### src/rtl/eth_rx_pkg.sv
// Shared types and constants for the GMII receive field sequencer.
package eth_rx_pkg;

    typedef enum logic [2:0] {
        IDLE,
        PREAMBLE,
        DST_MAC,
        SRC_MAC,
        ETHER_TYPE,
        PAYLOAD,
        DROP
    } state_t;

    localparam logic [7:0]  PREAMBLE_BYTE   = 8'h55;
    localparam logic [7:0]  SFD_BYTE        = 8'hD5;
    localparam int unsigned MAX_PREAMBLE    = 7;
    localparam int unsigned MAC_LEN         = 6;
    localparam int unsigned ETHERTYPE_LEN   = 2;
    localparam int unsigned MIN_PAYLOAD_CRC = 50;
    localparam int unsigned MAX_PAYLOAD_CRC = 1504;

    localparam int unsigned DATA_W = 8;
    localparam int unsigned IDX_W  = 3;
    localparam int unsigned LEN_W  = 11;

    typedef struct packed {
        logic preamble_or_sfd;
        logic dst_mac;
        logic src_mac;
        logic ether_type;
        logic payload_or_crc;
    } eth_flags_t;

    // Field a byte belongs to, given the state in which it is accepted.
    function automatic eth_flags_t field_flags(state_t s);
        eth_flags_t f;
        f = '0;
        case (s)
            IDLE, PREAMBLE: f.preamble_or_sfd = 1'b1;
            DST_MAC:        f.dst_mac         = 1'b1;
            SRC_MAC:        f.src_mac         = 1'b1;
            ETHER_TYPE:     f.ether_type      = 1'b1;
            PAYLOAD:        f.payload_or_crc  = 1'b1;
            default:        f                 = '0;
        endcase
        return f;
    endfunction

endpackage

### src/rtl/eth_fields_if.sv
// One-hot field classification that accompanies each output byte.
interface eth_fields_if;
    logic is_preamble_or_sfd;
    logic is_dst_mac;
    logic is_src_mac;
    logic is_ether_type;
    logic is_payload_or_crc;

    modport master (
        output is_preamble_or_sfd, is_dst_mac, is_src_mac, is_ether_type, is_payload_or_crc
    );
    modport slave (
        input  is_preamble_or_sfd, is_dst_mac, is_src_mac, is_ether_type, is_payload_or_crc
    );
endinterface

### src/rtl/eth_field_sequencer.sv
// Walks a GMII receive stream through preamble/header/payload, tagging each
// byte with its field and flagging normal completion, runt/oversize and aborts.
module eth_field_sequencer
    import eth_rx_pkg::*;
(
    input  logic                clk,
    input  logic                rst_n,
    input  logic [DATA_W-1:0]   rx_data,
    input  logic                rx_valid,
    input  logic                rx_err,
    output logic [DATA_W-1:0]   out_data,
    output logic                out_valid,
    eth_fields_if.master        fields,
    output logic [IDX_W-1:0]    field_idx,
    output logic                frame_end,
    output logic                frame_runt,
    output logic                frame_oversize,
    output logic                frame_err
);

    state_t           state;
    logic [IDX_W-1:0] pre_cnt;
    logic [IDX_W-1:0] fld_cnt;
    logic [LEN_W-1:0] len_cnt;
    eth_flags_t       flags_q;

    logic             emit_c;
    logic [IDX_W-1:0] idx_c;
    logic [IDX_W-1:0] field_last_c;

    // Decide whether the incoming byte is forwarded, and its index in the field.
    always_comb begin
        emit_c       = 1'b0;
        idx_c        = '0;
        field_last_c = (state == ETHER_TYPE) ? IDX_W'(ETHERTYPE_LEN - 1) : IDX_W'(MAC_LEN - 1);
        case (state)
            IDLE: emit_c = rx_valid && (rx_data == PREAMBLE_BYTE);
            PREAMBLE: begin
                emit_c = rx_valid && !rx_err &&
                         (((rx_data == PREAMBLE_BYTE) && (pre_cnt < IDX_W'(MAX_PREAMBLE))) ||
                          (rx_data == SFD_BYTE));
                idx_c  = pre_cnt;
            end
            DST_MAC, SRC_MAC, ETHER_TYPE: begin
                emit_c = rx_valid && !rx_err;
                idx_c  = fld_cnt;
            end
            PAYLOAD: emit_c = rx_valid && !rx_err;
            default: emit_c = 1'b0;
        endcase
    end

    always_ff @(posedge clk or negedge rst_n) begin
        if (!rst_n) begin
            state          <= IDLE;
            pre_cnt        <= '0;
            fld_cnt        <= '0;
            len_cnt        <= '0;
            out_data       <= '0;
            out_valid      <= 1'b0;
            flags_q        <= '0;
            field_idx      <= '0;
            frame_end      <= 1'b0;
            frame_runt     <= 1'b0;
            frame_oversize <= 1'b0;
            frame_err      <= 1'b0;
        end else begin
            out_valid      <= emit_c;
            out_data       <= emit_c ? rx_data : '0;
            flags_q        <= emit_c ? field_flags(state) : '0;
            field_idx      <= emit_c ? idx_c : '0;
            frame_end      <= 1'b0;
            frame_runt     <= 1'b0;
            frame_oversize <= 1'b0;
            frame_err      <= 1'b0;

            case (state)
                IDLE: begin
                    if (rx_valid) begin
                        if (rx_data == PREAMBLE_BYTE) begin
                            state   <= PREAMBLE;
                            pre_cnt <= IDX_W'(1);
                        end else begin
                            state     <= DROP;
                            frame_err <= 1'b1;
                        end
                    end
                end
                // Dropping rx_valid here is a false carrier, not an abort.
                PREAMBLE: begin
                    if (!rx_valid) begin
                        state <= IDLE;
                    end else if (rx_err) begin
                        state     <= DROP;
                        frame_err <= 1'b1;
                    end else if ((rx_data == PREAMBLE_BYTE) && (pre_cnt < IDX_W'(MAX_PREAMBLE))) begin
                        pre_cnt <= pre_cnt + 1'b1;
                    end else if (rx_data == SFD_BYTE) begin
                        state   <= DST_MAC;
                        fld_cnt <= '0;
                    end else begin
                        state     <= DROP;
                        frame_err <= 1'b1;
                    end
                end
                DST_MAC, SRC_MAC, ETHER_TYPE: begin
                    if (!rx_valid) begin
                        state     <= IDLE;
                        frame_err <= 1'b1;
                    end else if (rx_err) begin
                        state     <= DROP;
                        frame_err <= 1'b1;
                    end else if (fld_cnt == field_last_c) begin
                        fld_cnt <= '0;
                        len_cnt <= '0;
                        state   <= (state == DST_MAC) ? SRC_MAC :
                                   (state == SRC_MAC) ? ETHER_TYPE : PAYLOAD;
                    end else begin
                        fld_cnt <= fld_cnt + 1'b1;
                    end
                end
                PAYLOAD: begin
                    if (!rx_valid) begin
                        state          <= IDLE;
                        frame_end      <= 1'b1;
                        frame_runt     <= (len_cnt < LEN_W'(MIN_PAYLOAD_CRC));
                        frame_oversize <= (len_cnt > LEN_W'(MAX_PAYLOAD_CRC));
                    end else if (rx_err) begin
                        state     <= DROP;
                        frame_err <= 1'b1;
                    end else if (len_cnt != '1) begin
                        len_cnt <= len_cnt + 1'b1;
                    end
                end
                DROP: begin
                    if (!rx_valid) state <= IDLE;
                end
                default: state <= IDLE;
            endcase
        end
    end

    assign fields.is_preamble_or_sfd = flags_q.preamble_or_sfd;
    assign fields.is_dst_mac         = flags_q.dst_mac;
    assign fields.is_src_mac         = flags_q.src_mac;
    assign fields.is_ether_type      = flags_q.ether_type;
    assign fields.is_payload_or_crc  = flags_q.payload_or_crc;

endmodule

### src/flat_wrapper.sv
// flat-port wrapper written by rule: the top's interface ports become plain ports
module eth_field_sequencer_flat import eth_rx_pkg::*;
  (clk, rst_n, rx_data, rx_valid, rx_err, out_data, out_valid, field_idx, frame_end, frame_runt, frame_oversize, frame_err, fields_is_preamble_or_sfd, fields_is_dst_mac, fields_is_src_mac, fields_is_ether_type, fields_is_payload_or_crc);
  eth_fields_if fields_i ();
  input  logic clk;
  input  logic rst_n;
  input  logic [DATA_W-1:0] rx_data;
  input  logic rx_valid;
  input  logic rx_err;
  output logic [DATA_W-1:0] out_data;
  output logic out_valid;
  output logic [IDX_W-1:0] field_idx;
  output logic frame_end;
  output logic frame_runt;
  output logic frame_oversize;
  output logic frame_err;
  output wire logic [$bits(fields_i.is_preamble_or_sfd)-1:0] fields_is_preamble_or_sfd;
  output wire logic [$bits(fields_i.is_dst_mac)-1:0] fields_is_dst_mac;
  output wire logic [$bits(fields_i.is_src_mac)-1:0] fields_is_src_mac;
  output wire logic [$bits(fields_i.is_ether_type)-1:0] fields_is_ether_type;
  output wire logic [$bits(fields_i.is_payload_or_crc)-1:0] fields_is_payload_or_crc;
  assign fields_is_preamble_or_sfd = fields_i.is_preamble_or_sfd;
  assign fields_is_dst_mac = fields_i.is_dst_mac;
  assign fields_is_src_mac = fields_i.is_src_mac;
  assign fields_is_ether_type = fields_i.is_ether_type;
  assign fields_is_payload_or_crc = fields_i.is_payload_or_crc;
  eth_field_sequencer u_core (.clk(clk), .rst_n(rst_n), .rx_data(rx_data), .rx_valid(rx_valid), .rx_err(rx_err), .out_data(out_data), .out_valid(out_valid), .fields(fields_i), .field_idx(field_idx), .frame_end(frame_end), .frame_runt(frame_runt), .frame_oversize(frame_oversize), .frame_err(frame_err));
endmodule
### config.mk
export PLATFORM = sky130hd
export DESIGN_NAME = eth_field_sequencer_flat
export DESIGN_NICKNAME = d
export VERILOG_FILES = /design/src/rtl/eth_rx_pkg.sv /design/src/rtl/eth_fields_if.sv /design/src/rtl/eth_field_sequencer.sv /design/src/flat_wrapper.sv
export SDC_FILE = /design/constraint.sdc
export NUM_CORES = 1
export LEC_CHECK = 0
export ABC_AREA = 0
export ABC_CLOCK_PERIOD_IN_PS = 1900
export CAP_MARGIN = 20
export CORE_MARGIN = 3
export CORE_UTILIZATION = 48
export DETAILED_ROUTE_END_ITERATION = 8
export GPL_ROUTABILITY_DRIVEN = 0
export PLACE_DENSITY = 0.75
export SLEW_MARGIN = 10
export SYNTH_ARGS = -nofsm -noshare
export SYNTH_HDL_FRONTEND = slang
export SYNTH_SLANG_ARGS = --single-unit
### constraint.sdc
create_clock -name clk -period 1.9 [get_ports clk]
set_clock_uncertainty 0.05 [all_clocks]
set_input_delay 0.285 -clock clk [delete_from_list [all_inputs] [get_ports clk]]
set_output_delay 0.285 -clock clk [all_outputs]
set_load 0.02 [all_outputs]
-- Word level (Yosys, flattened, before mapping)
Cells that the tools add are included.
- register bits: 41
- input bits: 12
- output and inout port bits: 21
- word-level logic and storage cells: 129
- add/sub/neg operators: 3
- magnitude comparators: 3
- equality and inequality tests: 27
- muxes and demuxes: 63
- reductions and logical operators: 17
- operator list (operator ; number):
    $mux W3 ; 27
    $mux W11 ; 6
    $pmux W11 S2 ; 1
    $mux W1 ; 21
    $ne A2 B2 Y1 const B ; 9
    $pmux W3 S2 ; 3
    $pmux W3 S5 ; 1
    $reduce_and A7 Y1 ; 2
    $add A11 B1 Y11 const B ; 1
    $gt A11 B11 Y1 const B ; 1
    $lt A11 B6 Y1 const B ; 1
    $ne A11 B11 Y1 const B ; 1
    $ne A2 B1 Y1 const B ; 5
    $eq A3 B3 Y1 const B ; 3
    $eq A8 B7 Y1 const B ; 1
    $eq A8 B8 Y1 const B ; 1
    $mux W8 ; 1
    $add A3 B1 Y3 const B ; 2
    $eq A3 B2 Y1 const B ; 2
    $reduce_and A6 Y1 ; 1
    $reduce_bool A2 Y1 ; 3
    $mux W5 ; 1
    $reduce_and A5 Y1 ; 1
    $logic_and A1 B1 Y1 ; 4
    other kinds (14) ; 14

-- Logic depth before layout (Yosys ltp)
- depth in word-level cells: 7
- depth in mapped cells: 7
- depth with buffers taken out: 7

-- Worst setup path before layout
Ideal clock, no wire load.
- path type: register to register
- start: register u_core.fld_cnt[1]
- end: register u_core.len_cnt[8]
- setup time: 0.078 ns
- arrival time: 1.751 ns
- data required time: 1.772 ns
- setup slack: 0.021 ns
- stages on the path, launching flop included: 8
- buffers on the path: 0
- period minus slack after synthesis: 1.879 ns
- cell sequence: dfrtp_1 > inv_1 > ha_1 > nand2b_4 > a32oi_4 > o2111ai_4 > or4_1 > a21oi_1
- cells in the longest elaborated chain, start to end: 3
- RTL lines (element ; line ; RTL):
    start, declared ; eth_field_sequencer.sv:23 ; logic [IDX_W-1:0] fld_cnt;
    start signal, assigned ; eth_field_sequencer.sv:119 ; fld_cnt <= fld_cnt + 1'b1;
    $eq A3 B3 Y1 ; eth_field_sequencer.sv:113 ; end else if (fld_cnt == field_last_c) begin
    $ne A2 B1 Y1 (no source line) ; n/a ;
    $reduce_and A7 Y1 (no source line) ; n/a ;
    end signal, assigned ; eth_field_sequencer.sv:132 ; len_cnt <= len_cnt + 1'b1;
    end, declared ; eth_field_sequencer.sv:24 ; logic [LEN_W-1:0] len_cnt;
No other way between the ends.
A chain may end at the register's enable or synchronous reset.

-- Final worst setup path
- start: register u_core.len_cnt[0]
- end: register u_core.len_cnt[3]
- cells in the longest elaborated chain, start to end: 5
- elaborated cells on any way between the ends: 8
- classes of those cells: add/sub (1); eq/ne (2); mux (4); reduce/logical (1)
- RTL lines (element ; line ; RTL):
    $add A11 B1 Y11 ; eth_field_sequencer.sv:132 ;
    $mux W11 ; eth_field_sequencer.sv:131 ; end else if (len_cnt != '1) begin
    $mux W11 ; eth_field_sequencer.sv:128 ; end else if (rx_err) begin
    $mux W11 ; eth_field_sequencer.sv:123 ; if (!rx_valid) begin
    $pmux W11 S2 ; eth_field_sequencer.sv:77 ; case (state)
Several ways; a longest one is shown, not always the timed one. The select of a mux whose other input is x is not followed.

==> reports/qor.txt <==
Crit path largest cell delay -> 0.36 ns
Clock sink count -> 41
VDD IR max -> 0.644 mV
Clock Path Buffers -> 2
Status -> finished, violations left
Post-synthesis cell area -> 2200 µm²
Vias/cell -> 5.66
Layout fillers -> 322
Post-DR wirelength/cell -> 15.6 µm
Die W -> 73.8 µm
Setup crit end kind -> flip-flop
Via count -> 2011
Hold Path Class -> in -> async
Hold WS -> 0.453 ns
# port buffers -> 32
Starting DRT DRC Count -> 160
Post-synth top area share -> 0.465
I/O Pins -> 33
RSZ-0062 raised after global routing -> yes
Setup TNS -> -0.0122 ns
Largest net degree at the start of global routing -> 23
Min Tclk post-route -> 1.91 ns
WP data arrival -> 2.07 ns
Final setup margin -> -0.00774 ns
Seq cells post-synth -> 41
Antenna violations before repair -> 0
Synth cell count leaders -> dfrtp_1 (41), nand2_1 (23), nor2_1 (16), a21oi_1 (14), o21ai_0 (13)
Area contributors post-synth -> dfrtp_1 (47%), nand2_1 (3.9%), a21oi_1 (3.2%)
CTS buffer count -> 5
DRC errors left -> 0
Area grow syn2layout -> 40.5%
First-pass GRT wire length -> 8930 µm
Slew headroom -> 0.666
Num rows -> 24
Max-slew violation count -> 0
CTS Root Cell -> clkbuf_8
CTS H-tree lvls -> 2
DIE AREA -> 5440 µm²
Final hold vios -> 0
1st-pass router iterations -> 4
Critical Path Fanout Max -> 8
Final HPWL DP -> 4030 µm
CTS tree -> done
Fin util -> 0.706
Synth warnings -> 0
Final setup viols -> 2
Fin nets -> 319
Fmax -> 524 MHz
Crit Path Category -> reg -> reg
Clk_lat worst skew -> 0.29 ns
Die Y -> 73.8 µm
Worst-path clk slew -> 0.08 ns
Starting density of the core -> 0.503
Worst slew pin tran -> 0.501 ns
Synth cell types -> 59
Post-DRT Antenna Nets -> 0
Leakage -> 1.36 nW
Tot GR Track Use -> 0.210
Mean Syn Cell Area -> 9.71 µm²
Most common cell in the synthesized netlist -> dfrtp_1
Total power -> 3.37 mW
Total Wirelength -> 5550 µm
Failing checks -> setup timing
Area leader, netlist -> dfrtp_1
Syn Inst Count -> 227
Seq/Total Area, Yosys -> 0.465
Startpoint types -> flip-flop
Async set-reset flop share out of synthesis -> 1.00
Grt total ovfl -> 0
MaxCap Viol Count -> 0
Antenna cells -> 0
Crit share post-route -> 1.00
Critical Path RT -> 2.06 ns
Synth Flop Type -> dfrtp_1
Core Footprint -> 4380 µm²
Layout cells sized above 1 -> 0.281
Syn nets -> 244
Post-synth EDFFs -> 0
Worst path cell trace -> ha_2 > and3_4 > nand4_1 > buf_4 > o211ai_4 > buf_6 > o21ai_1 > a21oi_1
Vias in the first global route -> 1865
Worst path slowest cell -> dfrtp_1
Power Density -> 1090 nW/µm²
layout by cell type (no fill, tap or decap), types with 2 or more instances in the layout:
master and instances:
a21oi_1 13, o21ai_0 11, a31oi_1 2, or3b_1 2, mux2_1 3, or3_1 7
nand4b_1 2, clkinv_2 2, and3_1 9, a21oi_4 2, nor2_1 15, buf_12 2
buf_2 2, clkbuf_8 5, dfrtp_1 38, nor3_1 6, dfrtp_2 3, nor4_2 2
nand2b_1 3, nor2_2 2, o21ai_1 5, a22oi_1 4, nor2b_1 2, nand3b_1 2
nor3_2 3, ha_1 3, buf_4 40, inv_1 11, nand3_1 4, nand2_1 20
clkdlybuf4s50_1 31, nand2_2 3, o211ai_1 2, nand4bb_1 2, nand2b_4 3
metal layers:
metal | GRT usage | vias to the layer above | share of wire
met1 | 0.292 | 976 | 0.46
met5 | 0 | - | 0
met4 | 0.0543 | 0 | 0.0087
met2 | 0.342 | 60 | 0.48
li1 | - | 971 | -
met3 | 0.0287 | 4 | 0.050
cell type report:
type,instances,area [µm²],area share
flip-flops and latches,41,1030,0.333
multi-input cells,165,1190,0.384
inverters,12,45.0,0.0145
clock buffers,5,68.8,0.0222
clock inverters,3,17.5,0.00566
repair buffers,77,682,0.220
well taps,52,65.1,0.0210
metrics by stage:
stage | setup slack [ns] | std cells | cell area [µm²]
3_3_place_gp | -0.0889 | 340 | 2850
4_1_cts | 0.0133 | 350 | 2960
6_report | -0.00774 | 355 | 3100
2_1_floorplan | 0.0214 | 227 | 2200
3_5_place_dp | -0.182 | 340 | 2850
5_1_grt | -0.111 | 355 | 3100
critical path: cells and delay by family, from the launching register on:
| kind | cells | cell delay, ns |
|---|---|---|
| compound gates | 3 | 0.48 |
| simple gates | 2 | 0.39 |
| buf+inv | 2 | 0.37 |
| flops | 1 | 0.36 |
| fa+ha+maj | 1 | 0.19 |
where the power goes:
group / total (mW) / switching, mW / internal [mW]
Sequential: 1.13 / 0.133 / 0.996
Combinational: 1.69 / 0.852 / 0.835
Clock: 0.550 / 0.297 / 0.253
registers in the layout, indices dropped and copies added, names as in the netlist, 3 cells and up:
| signal | cells |
|---|---|
| u_core.out_data | 8 |
| u_core.fld_cnt | 3 |
| u_core.pre_cnt | 3 |
| u_core.len_cnt | 11 |
| u_core.state | 3 |
| u_core.field_idx | 3 |
repair_timing:
item | in CTS | in global routing
endpoints found under the hold margin | 19 | 0
pin swaps | 2 | 15
hold buffers | 1 | 0
gates resized for setup | 2 | 26
endpoints found under the setup margin | 7 | 26
buffers inserted | 1 | 5
cells by family after synthesis:
group	count (synthesis)	synth area share
AO/OA/AOI/OAI	57	0.191
adder cells (fa/ha/maj)	5	0.0284
buffers and inverters	21	0.0420
flip-flops	41	0.465
multiplexers	4	0.0199
AND/OR/NAND/NOR	99	0.254
final timing paths:
| path | cells after the start | slack (ns) | from | endpoint |
|---|---|---|---|---|
| max in group asynchronous | 3 | 0.87 | rst_n | u_core.out_data[2] |
| hold reg to reg | 1 | 0.51 | u_core.pre_cnt[0] | u_core.pre_cnt[0] |
| setup / recovery | 8 | -0.008 | u_core.len_cnt[0] | u_core.len_cnt[3] |
| setup reg to reg | 8 | -0.008 | u_core.len_cnt[0] | u_core.len_cnt[3] |
| min in group clk | 1 | 0.51 | u_core.pre_cnt[0] | u_core.pre_cnt[0] |
| hold / removal | 2 | 0.45 | rst_n | u_core.len_cnt[6] |
Note: power is estimated with default switching activity, not from simulation.
